--- config.mk ---
export PLATFORM = sky130hd
export DESIGN_NAME = tx_packet_arbiter_flat
export DESIGN_NICKNAME = d
export VERILOG_FILES = /design/src/rtl/tx_packet_arbiter_pkg.sv /design/src/rtl/tx_packet_arbiter_if.sv /design/src/rtl/tx_packet_arbiter_rr_arbiter.sv /design/src/rtl/tx_packet_arbiter.sv /design/src/flat_wrapper.sv
export SDC_FILE = /design/constraint.sdc
export NUM_CORES = 1
export LEC_CHECK = 0
export BUFFER_PORTS_ARGS = -buffer_cell sky130_fd_sc_hd__buf_2
export CAP_MARGIN = 0
export CORE_UTILIZATION = 51
export CTS_CLUSTER_SIZE = 24
export DETAILED_ROUTE_END_ITERATION = 10
export PLACE_DENSITY = 0.81
export SLEW_MARGIN = 25
export SYNTH_ARGS = -nofsm -noshare
export SYNTH_HDL_FRONTEND = slang
export SYNTH_SLANG_ARGS = --single-unit
--- constraint.sdc ---
create_clock -name clk -period 5.1 [get_ports clk]
set_clock_uncertainty 0.1 [all_clocks]
set_input_delay 1.02 -clock clk [delete_from_list [all_inputs] [get_ports clk]]
set_output_delay 1.02 -clock clk [all_outputs]
set_load 0.03 [all_outputs]
--- src/rtl/tx_packet_arbiter_pkg.sv ---
// Shared constants, state encoding and header helpers for the tx packet arbiter.
// Host software and the simulation bench use the same header layout defined here.
package tx_packet_arbiter_pkg;

  localparam logic [1:0] HDR_SYNC_DEFAULT = 2'b10;
  localparam int         HDR_SYNC_LSB     = 6;
  localparam int         HDR_ID_LSB       = 3;
  localparam int         HDR_LEN_LSB      = 0;
  localparam int         MAX_LEN          = 4;
  localparam int         ID_W             = 3;
  localparam int         LEN_W            = 3;
  localparam int         DATA_W           = 32;
  localparam int         BYTE_W           = 8;

  typedef enum logic [1:0] {
    ST_IDLE,
    ST_HEADER,
    ST_PAYLOAD,
    ST_DONE
  } arb_state_t;

  // Requests longer than the payload word are truncated to MAX_LEN bytes.
  function automatic logic [LEN_W-1:0] clamp_len(input logic [LEN_W-1:0] len);
    return (len > LEN_W'(MAX_LEN)) ? LEN_W'(MAX_LEN) : len;
  endfunction

  function automatic logic [BYTE_W-1:0] make_header(input logic [1:0]       sync,
                                                    input logic [ID_W-1:0]  id,
                                                    input logic [LEN_W-1:0] len);
    logic [BYTE_W-1:0] hdr;
    hdr = '0;
    hdr[HDR_SYNC_LSB +: 2]    = sync;
    hdr[HDR_ID_LSB   +: ID_W] = id;
    hdr[HDR_LEN_LSB  +: LEN_W] = len;
    return hdr;
  endfunction

endpackage

--- src/rtl/tx_packet_arbiter_if.sv ---
// Request/ack bundle from the data sources plus the tx FIFO write port.
// master = sources and FIFO side, slave = arbiter side.
interface tx_packet_arbiter_if
  import tx_packet_arbiter_pkg::*;
#(
  parameter int N_REQ = 3
);

  logic [N_REQ-1:0]        req;
  logic [N_REQ*DATA_W-1:0] req_data;
  logic [N_REQ*LEN_W-1:0]  req_len;
  logic [N_REQ-1:0]        ack;
  logic                    busy;
  logic [BYTE_W-1:0]       tx_fifo_wdata;
  logic                    tx_fifo_winc;
  logic                    tx_fifo_wfull;

  modport master (
    output req,
    output req_data,
    output req_len,
    output tx_fifo_wfull,
    input  ack,
    input  busy,
    input  tx_fifo_wdata,
    input  tx_fifo_winc
  );

  modport slave (
    input  req,
    input  req_data,
    input  req_len,
    input  tx_fifo_wfull,
    output ack,
    output busy,
    output tx_fifo_wdata,
    output tx_fifo_winc
  );

endinterface

--- src/rtl/tx_packet_arbiter_rr_arbiter.sv ---
// Round-robin picker: first set request at or after the pointer, wrapping at N_REQ.
// The pointer moves past the served id only when advance is strobed.
module tx_packet_arbiter_rr_arbiter
  import tx_packet_arbiter_pkg::*;
#(
  parameter int N_REQ = 3
) (
  input  logic             clk,
  input  logic             rst,
  input  logic [N_REQ-1:0] req,
  input  logic             advance,
  input  logic [ID_W-1:0]  advance_id,
  output logic [N_REQ-1:0] grant,
  output logic [ID_W-1:0]  grant_id,
  output logic             grant_valid
);

  logic [ID_W-1:0]  ptr_q;
  logic [N_REQ-1:0] req_rot;
  int               idx;

  // Rotating the doubled vector puts the pointer position at bit 0, so the
  // lowest set bit of req_rot is the round-robin winner.
  always_comb begin
    req_rot     = N_REQ'({req, req} >> ptr_q);
    grant_valid = 1'b0;
    grant_id    = '0;
    idx         = 0;
    for (int k = N_REQ - 1; k >= 0; k--) begin
      if (req_rot[k]) begin
        idx = int'(ptr_q) + k;
        if (idx >= N_REQ) begin
          idx = idx - N_REQ;
        end
        grant_valid = 1'b1;
        grant_id    = ID_W'(idx);
      end
    end
    grant = grant_valid ? (N_REQ'(1) << grant_id) : '0;
  end

  always_ff @(posedge clk) begin
    if (rst) begin
      ptr_q <= '0;
    end else if (advance) begin
      ptr_q <= (advance_id >= ID_W'(N_REQ - 1)) ? '0 : advance_id + 1'b1;
    end
  end

endmodule

--- src/rtl/tx_packet_arbiter.sv ---
// Shares the tx FIFO write port between N_REQ packet sources: round-robin grant,
// one framing header byte, 0-4 payload bytes LSB first, then a one-cycle ack.
module tx_packet_arbiter
  import tx_packet_arbiter_pkg::*;
#(
  parameter int         N_REQ    = 3,
  parameter logic [1:0] HDR_SYNC = HDR_SYNC_DEFAULT
) (
  input  logic                clk,
  input  logic                rst,
  tx_packet_arbiter_if.slave  bus
);

  arb_state_t         state_q;
  logic [ID_W-1:0]    id_q;
  logic [LEN_W-1:0]   len_q;
  logic [DATA_W-1:0]  data_q;
  logic [1:0]         cnt_q;
  logic [N_REQ-1:0]   grant_oh_q;
  logic [N_REQ-1:0]   ack_q;

  logic [N_REQ-1:0]   grant;
  logic [ID_W-1:0]    grant_id;
  logic               grant_valid;
  logic [DATA_W-1:0]  sel_data;
  logic [LEN_W-1:0]   sel_len;
  logic [1:0]         last_cnt;
  logic               wr_en;
  logic [BYTE_W-1:0]  wdata;

  tx_packet_arbiter_rr_arbiter #(
    .N_REQ (N_REQ)
  ) u_rr (
    .clk         (clk),
    .rst         (rst),
    .req         (bus.req),
    .advance     (state_q == ST_DONE),
    .advance_id  (id_q),
    .grant       (grant),
    .grant_id    (grant_id),
    .grant_valid (grant_valid)
  );

  // One-hot mux of the granted source's payload and length.
  always_comb begin
    sel_data = '0;
    sel_len  = '0;
    for (int i = 0; i < N_REQ; i++) begin
      if (grant[i]) begin
        sel_data = bus.req_data[DATA_W*i +: DATA_W];
        sel_len  = bus.req_len[LEN_W*i +: LEN_W];
      end
    end
  end

  // Length 4 wraps to 0 in two bits, so cnt 3 is still the last byte.
  assign last_cnt = 2'(len_q - 3'd1);

  // Write strobe stays combinational so the FIFO's registered full flag gates
  // every byte in the same cycle; reset kills a write immediately.
  assign wr_en = ((state_q == ST_HEADER) || (state_q == ST_PAYLOAD)) && !bus.tx_fifo_wfull;

  always_comb begin
    wdata = '0;
    case (state_q)
      ST_HEADER:  wdata = make_header(HDR_SYNC, id_q, len_q);
      ST_PAYLOAD: wdata = data_q[{cnt_q, 3'b000} +: BYTE_W];
      default:    wdata = '0;
    endcase
  end

  always_ff @(posedge clk) begin
    if (rst) begin
      state_q <= ST_IDLE;
      cnt_q   <= '0;
      ack_q   <= '0;
    end else begin
      ack_q <= '0;
      case (state_q)
        ST_IDLE: begin
          if (grant_valid) begin
            id_q       <= grant_id;
            data_q     <= sel_data;
            len_q      <= clamp_len(sel_len);
            grant_oh_q <= grant;
            state_q    <= ST_HEADER;
          end
        end
        ST_HEADER: begin
          if (wr_en) begin
            cnt_q <= '0;
            if (len_q == '0) begin
              state_q <= ST_DONE;
              ack_q   <= grant_oh_q;
            end else begin
              state_q <= ST_PAYLOAD;
            end
          end
        end
        ST_PAYLOAD: begin
          if (wr_en) begin
            cnt_q <= cnt_q + 2'd1;
            if (cnt_q == last_cnt) begin
              state_q <= ST_DONE;
              ack_q   <= grant_oh_q;
            end
          end
        end
        ST_DONE: begin
          state_q <= ST_IDLE;
        end
        default: begin
          state_q <= ST_IDLE;
        end
      endcase
    end
  end

  assign bus.tx_fifo_winc  = wr_en && !rst;
  assign bus.tx_fifo_wdata = wdata;
  assign bus.ack           = ack_q;
  assign bus.busy          = (state_q != ST_IDLE);

endmodule
--- src/flat_wrapper.sv ---
// flat-port wrapper written by rule: the top's interface ports become plain ports
module tx_packet_arbiter_flat import tx_packet_arbiter_pkg::*;
#(
  parameter int         N_REQ    = 3,
  parameter logic [1:0] HDR_SYNC = HDR_SYNC_DEFAULT
)
  (clk, rst, bus_req, bus_req_data, bus_req_len, bus_tx_fifo_wfull, bus_ack, bus_busy, bus_tx_fifo_wdata, bus_tx_fifo_winc);
  tx_packet_arbiter_if #(.N_REQ(N_REQ)) bus_i ();
  input  logic clk;
  input  logic rst;
  input wire logic [$bits(bus_i.req)-1:0] bus_req;
  input wire logic [$bits(bus_i.req_data)-1:0] bus_req_data;
  input wire logic [$bits(bus_i.req_len)-1:0] bus_req_len;
  input wire logic [$bits(bus_i.tx_fifo_wfull)-1:0] bus_tx_fifo_wfull;
  output wire logic [$bits(bus_i.ack)-1:0] bus_ack;
  output wire logic [$bits(bus_i.busy)-1:0] bus_busy;
  output wire logic [$bits(bus_i.tx_fifo_wdata)-1:0] bus_tx_fifo_wdata;
  output wire logic [$bits(bus_i.tx_fifo_winc)-1:0] bus_tx_fifo_winc;
  assign bus_i.req = bus_req;
  assign bus_i.req_data = bus_req_data;
  assign bus_i.req_len = bus_req_len;
  assign bus_i.tx_fifo_wfull = bus_tx_fifo_wfull;
  assign bus_ack = bus_i.ack;
  assign bus_busy = bus_i.busy;
  assign bus_tx_fifo_wdata = bus_i.tx_fifo_wdata;
  assign bus_tx_fifo_winc = bus_i.tx_fifo_winc;
  tx_packet_arbiter #(.N_REQ(N_REQ), .HDR_SYNC(HDR_SYNC)) u_core (.clk(clk), .rst(rst), .bus(bus_i));
endmodule
# Yosys cells after proc, flatten, opt, wreduce, memory -nomap -nowiden
# Index checks and enable logic that the tools add are counted.
totals:
  output_inout_bits: 13
  elab_cells: 77
  inputBits: 111
  ff_bits: 51
classes:
  n_addsub: 8
  shift: 3
  bitwise_logic: 1
  n_eq_ne: 8
  magnitude_cmp: 5
  n_mux: 32
  n_reduce_logical: 12
ops:
  columns: ["operator", "count"]
  rows:
  - ["two-way mux 32 bit", 3]
  - ["two-way mux 3 bit", 15]
  - ["variable part select 32 x 6 -> 8 bit", 1]
  - ["case mux 8 bit (2 select lines)", 1]
  - ["two-way mux 2 bit", 6]
  - ["subtractor 3 x 2 -> 3 bit (second input constant)", 3]
  - [">= comparator 4 x 2 -> 1 bit (second input constant)", 2]
  - ["case mux 2 bit (4 select lines)", 1]
  - [">= comparator 3 x 2 -> 1 bit (second input constant)", 2]
  - ["inequality test 2 x 1 -> 1 bit (second input constant)", 3]
  - ["case mux 3 bit (2 select lines)", 1]
  - ["AND reduction 3 bit", 2]
  - ["right shift 6 x 3 -> 3 bit", 1]
  - ["adder 3 x 1 -> 4 bit (second input constant)", 1]
  - ["adder 3 x 2 -> 4 bit (second input constant)", 1]
  - ["equality test 2 bit (second input constant)", 2]
  - ["two-way mux 1 bit", 4]
  - ["case mux 2 bit (2 select lines)", 1]
  - ["AND reduction 4 bit", 1]
  - ["nonzero test 2 bit", 2]
  - ["adder 3 x 1 -> 3 bit (second input constant)", 1]
  - ["greater-than comparator 3 bit (second input constant)", 1]
  - ["zero test 3 bit", 1]
  - ["<< shifter 1 x 3 -> 3 bit (first input constant)", 1]
  - ["other kinds (10)", 12]

# Logic depth before layout (Yosys ltp)
depth:
  word_depth: 12
  mapped_depth: 14
  ltp_nobuf: 10

# Modules after synthesis
# Synthesis repeated with hierarchy kept, for this count alone.
unflattened:
  hier_cells: 335
  area_unflattened_um2: 3433.3
by_module_without_submodules:
  columns: ["mod", "area_each_um2", "cells_per_inst", "n_inst", "seq_area_each_um2"]
  rows:
  - ["tx_packet_arbiter", 2723.9, 251, 1, 1371.3]
  - ["tx_packet_arbiter_rr_arbiter", 709.4, 84, 1, 60.1]

# Least setup slack after synthesis
# OpenSTA, ideal clock, no wires.
synth_path:
  path_type: "input -> register"
  startpoint: "in bus_req[1]"
  endpoint: "reg u_core.data_q[0], enable pin"
  path_buffers: 0
  slack_ns: 0.304
  setup_ns: 0.490
  t_arrival_ns: 4.206
  stages: 5
  required_ns: 4.510
  cell_sequence: "inv_1 o21ai_0 o21a_1 o22ai_1 nor3_1"
synth_between:
  elab_chain_len: 5
synth_rtl:
  columns: ["item", "line", "rtl"]
  rows:
  - ["start, declared", "flat_wrapper.sv:11", "input wire logic [$bits(bus_i.req)-1:0] bus_req;"]
  - ["right shift 6 x 3 -> 3 bit (*)", "tx_packet_arbiter_rr_arbiter.sv:25", "req_rot = N_REQ'({req, req} >> ptr_q);"]
  - ["two-way mux 1 bit (2 in series)", "tx_packet_arbiter_rr_arbiter.sv:30", "if (req_rot[k]) begin"]
  - ["two-way mux 1 bit (*)", "tx_packet_arbiter_rr_arbiter.sv:30", null]
  - ["AND reduction 3 bit (no source line) (*)", null, null]
  - ["end signal, assigned", "tx_packet_arbiter.sv:83", "data_q <= sel_data;"]
  - ["end, declared", "tx_packet_arbiter.sv:17", "logic [DATA_W-1:0] data_q;"]
# Every way passes the cells marked *; elsewhere a longest branch is shown, timed or not.
# A chain may end at the register's enable or synchronous reset.

# Final worst setup path
layout_path:
  startpoint: "reg u_core.u_rr.ptr_q[0]"
  endpoint: "reg u_core.data_q[12] (data pin)"
layout_between:
  elab_chain_len: 11
  word_cells_on_any_way: 23
  classes_between: "5 x add/sub; 3 x order compare; 2 x shift; 13 x mux"
layout_rtl:
  columns: ["item", "line", "rtl"]
  rows:
  - ["start, declared", "tx_packet_arbiter_rr_arbiter.sv:18", "logic [ID_W-1:0] ptr_q;"]
  - ["start signal, assigned", "tx_packet_arbiter_rr_arbiter.sv:46", "ptr_q <= (advance_id >= ID_W'(N_REQ - 1)) ? '0 : advance_id + 1'b1;"]
  - ["adder 3 x 2 -> 4 bit", "tx_packet_arbiter_rr_arbiter.sv:31", "idx = int'(ptr_q) + k;"]
  - [">= comparator 4 x 2 -> 1 bit / subtractor 3 x 2 -> 3 bit (equally long branches)", "tx_packet_arbiter_rr_arbiter.sv:32, tx_packet_arbiter_rr_arbiter.sv:33", null]
  - ["two-way mux 3 bit", "tx_packet_arbiter_rr_arbiter.sv:32", "if (idx >= N_REQ) begin"]
  - ["two-way mux 3 bit (3 in series)", "tx_packet_arbiter_rr_arbiter.sv:30", null]
  - ["<< shifter 1 x 3 -> 3 bit", "tx_packet_arbiter_rr_arbiter.sv:39", "grant = grant_valid ? (N_REQ'(1) << grant_id) : '0;"]
  - ["two-way mux 3 bit (*)", "tx_packet_arbiter_rr_arbiter.sv:39", null]
  - ["two-way mux 32 bit (2 in series)", "tx_packet_arbiter.sv:49", "if (grant[i]) begin"]
  - ["two-way mux 32 bit (*)", "tx_packet_arbiter.sv:49", null]
  - ["named net u_core.sel_data[12]", "tx_packet_arbiter.sv:25", "logic [DATA_W-1:0] sel_data;"]
# The timed path passes the listed nets; every way through them passes the cells marked *.

==> run metrics <==
Place WS 1130 ps; Lkg Pwr approximately 0.0018 uW; post-synthesis register bit count 51; actual slew at the worst max-slew pin 716 ps; Via density 5.66; worst hold-check path type reg2reg; RSZ-0062 raised after global routing false; H-tree levels 2; Max Cap Viol 0; CP Class reg2reg; outcome finished with violations; Final Slew Violations 0; fmax 254 MHz; Worst-Skew Late Latency 320 ps; syn_area_per_cell around 11 sq um; initial core utilization 52.5%; setup TNS 0 ps; n_diodes 0; failing checks DRC; commonest non-fill, non-tap cell in the layout buf_2; largest net degree at the start of global routing 42; Die Span X 85.4 microns; WL final 7.93 mm; Hold Buf Count CTS 0; first-pass GRT wire length approximately 13 mm; Synth Warn # 0; total grt overflow 0; Synth Flop Type edfxtp_1; Placed Cells incl. Taps between 500 and 600; Cell Area, Synth around 3500 sq um; postcts setup bufs 0; Post-synth EDFFs slightly above 40; core area 6760 sq um; DP HPWL 5.95 mm; Crit. End Element flop; Syn Inst Count 330; Final Net Count 566; initial antenna violation count 0; DRC 1; crit path DAT 3890 ps; commonest cells after routing, fill and taps aside buf_2, nor2_1, edfxtp_1, a22oi_1, mux2_2; non-filler cells, final slightly above 500; Setup violations, final 0; pwr dens 318 nW/um^2; final worst slack 1160 ps; Synth cell types 52; Area Growth Syn to Fin 20.3%; port bufs 123; slew margin rel. 52.2%; Tmin final about 3900 ps; clk sinks 51; CTS tree yes; WL per Instance 15.3 microns; Setup crit start kind flop; total CTS buffers 5; maximum VDD drop 0.000163 V; Seq/Total Area, Yosys 40.3%; final period utilization 77.2%; vias in the first global route 2823; layout cells sized above 1 43.1%; cells resized by post-CTS repair 0; endpoints failing hold 0; CP required roughly 5100 ps; Row Count 30; Routed Antenna Nets 0; I/O pins 124; Chip Height 85.4 microns; Root Driver clkbuf_8; Vias just under 3000; maximum clock insertion buffer count 2; DIE AREA 7300 sq um; ys async rst share 0%; drt pass-1 iters 7; register clock-pin slew on the reported worst setup and hold paths 100 ps; GP Congestion 0.835; crit-path max FO 39; Overall Global Routing Usage 23.0%; syn nets about 460; DRT iter0 DRCs 175
[kinds of logic after synthesis]
group / Yosys count / synth area share [%]
xor+xnor: 6 / 1.48
simple gates: 95 / 14.6
flops: 51 / 40.3
mux: 48 / 17.7
fa+ha+maj: 17 / 5.99
buf+inv: 40 / 5.04
compound gates: 73 / 14.9
[metal layers]
layer  wire [microns]  share of wire, %  track usage, %  up-vias
li1                 -                 -               -     1451
met2             4150                52            41.5      123
met1             3230                41            28.9     1352
met5                0                 0               0        -
met4              101               1.3            5.76        0
met3              449               5.7            3.60        9
[registers in the layout, summed over array words and instances (netlist names)]
name               cells
u_core.id_q            3
u_core.bus.ack         3
u_core.state_q         2
u_core.u_rr.ptr_q      3
u_core.len_q           3
u_core.grant_oh_q      3
u_core.cnt_q           2
u_core.data_q         32
[report_power, final]
group | internal [uW] | switching [uW] | leakage, uW
Sequential | 572 | 44.2 | 0.000476
Clock | 102 | 148 | 0.0000467
Combinational | 214 | 280 | 0.00129
[cell type report]
type                       instances  area, sq um
fill                             563         2480
multi-input combinational        239         1950
sequential                        51         1430
timing repair buffer             126          638
tap                               80          100
clock buffer                       5         68.8
inverter                          15         56.3
clock inverter                     3         27.5
[worst paths after layout]
check,start,end,slack [ps],cells after the start
setup / recovery,u_core.u_rr.ptr_q[0]$_SDFFE_PP0N_,u_core.data_q[12]$_DFFE_PP_,1160,11
hold reg to reg,u_core.grant_oh_q[2]$_DFFE_PP_,u_core.bus.ack[2]$_SDFF_PP0_,350,1
hold / removal,u_core.grant_oh_q[2]$_DFFE_PP_,u_core.bus.ack[2]$_SDFF_PP0_,350,1
setup reg to reg,u_core.u_rr.ptr_q[0]$_SDFFE_PP0N_,u_core.data_q[12]$_DFFE_PP_,1160,11
[through the flow]
stage                     hold slack (ps)  area (sq um)  util (%)  total power (uW)
after floorplan                       320          3550         -               974
after global placement                328          4170      61.7              1100
after detailed placement              328          4180      61.8              1120
after CTS                             352          4270      63.2              1360
after global routing                  366          4270      63.2              1440
final                                 349          4270      63.2              1360
[worst max-delay path, cell delays in order, from the launching register on]
cell      delay, ps
dfxtp_1         760
ha_1            290
ha_1            270
a21boi_0        410
nand3_1         130
nand2_1         130
nor3_2           60
nor4_4          370
buf_4           470
mux2_2          390
a22oi_1         170
nor2_1           80
[synth_stat cells, types with 3 or more instances]
cell type | number | area share [%]
mux2i_1 | 4 | 1.1
and2_1 | 3 | 0.53
nor4bb_1 | 3 | 0.85
o21ai_0 | 8 | 1.1
nor2b_1 | 10 | 1.8
nor3_1 | 5 | 0.70
a22oi_1 | 40 | 8.5
nand3_1 | 3 | 0.42
a21oi_1 | 9 | 1.3
mux2_2 | 35 | 11
dfxtp_1 | 10 | 5.6
inv_1 | 15 | 1.6
ha_1 | 17 | 6.0
buf_4 | 5 | 1.1
buf_1 | 3 | 0.32
mux4_2 | 8 | 5.1
edfxtp_1 | 41 | 35
buf_2 | 8 | 1.1
nor2_1 | 43 | 4.5
xor2_1 | 3 | 0.74
xnor2_1 | 3 | 0.74
nand2_1 | 9 | 0.95
clkbuf_1 | 9 | 0.95
(Power assumes the default switching activity.)
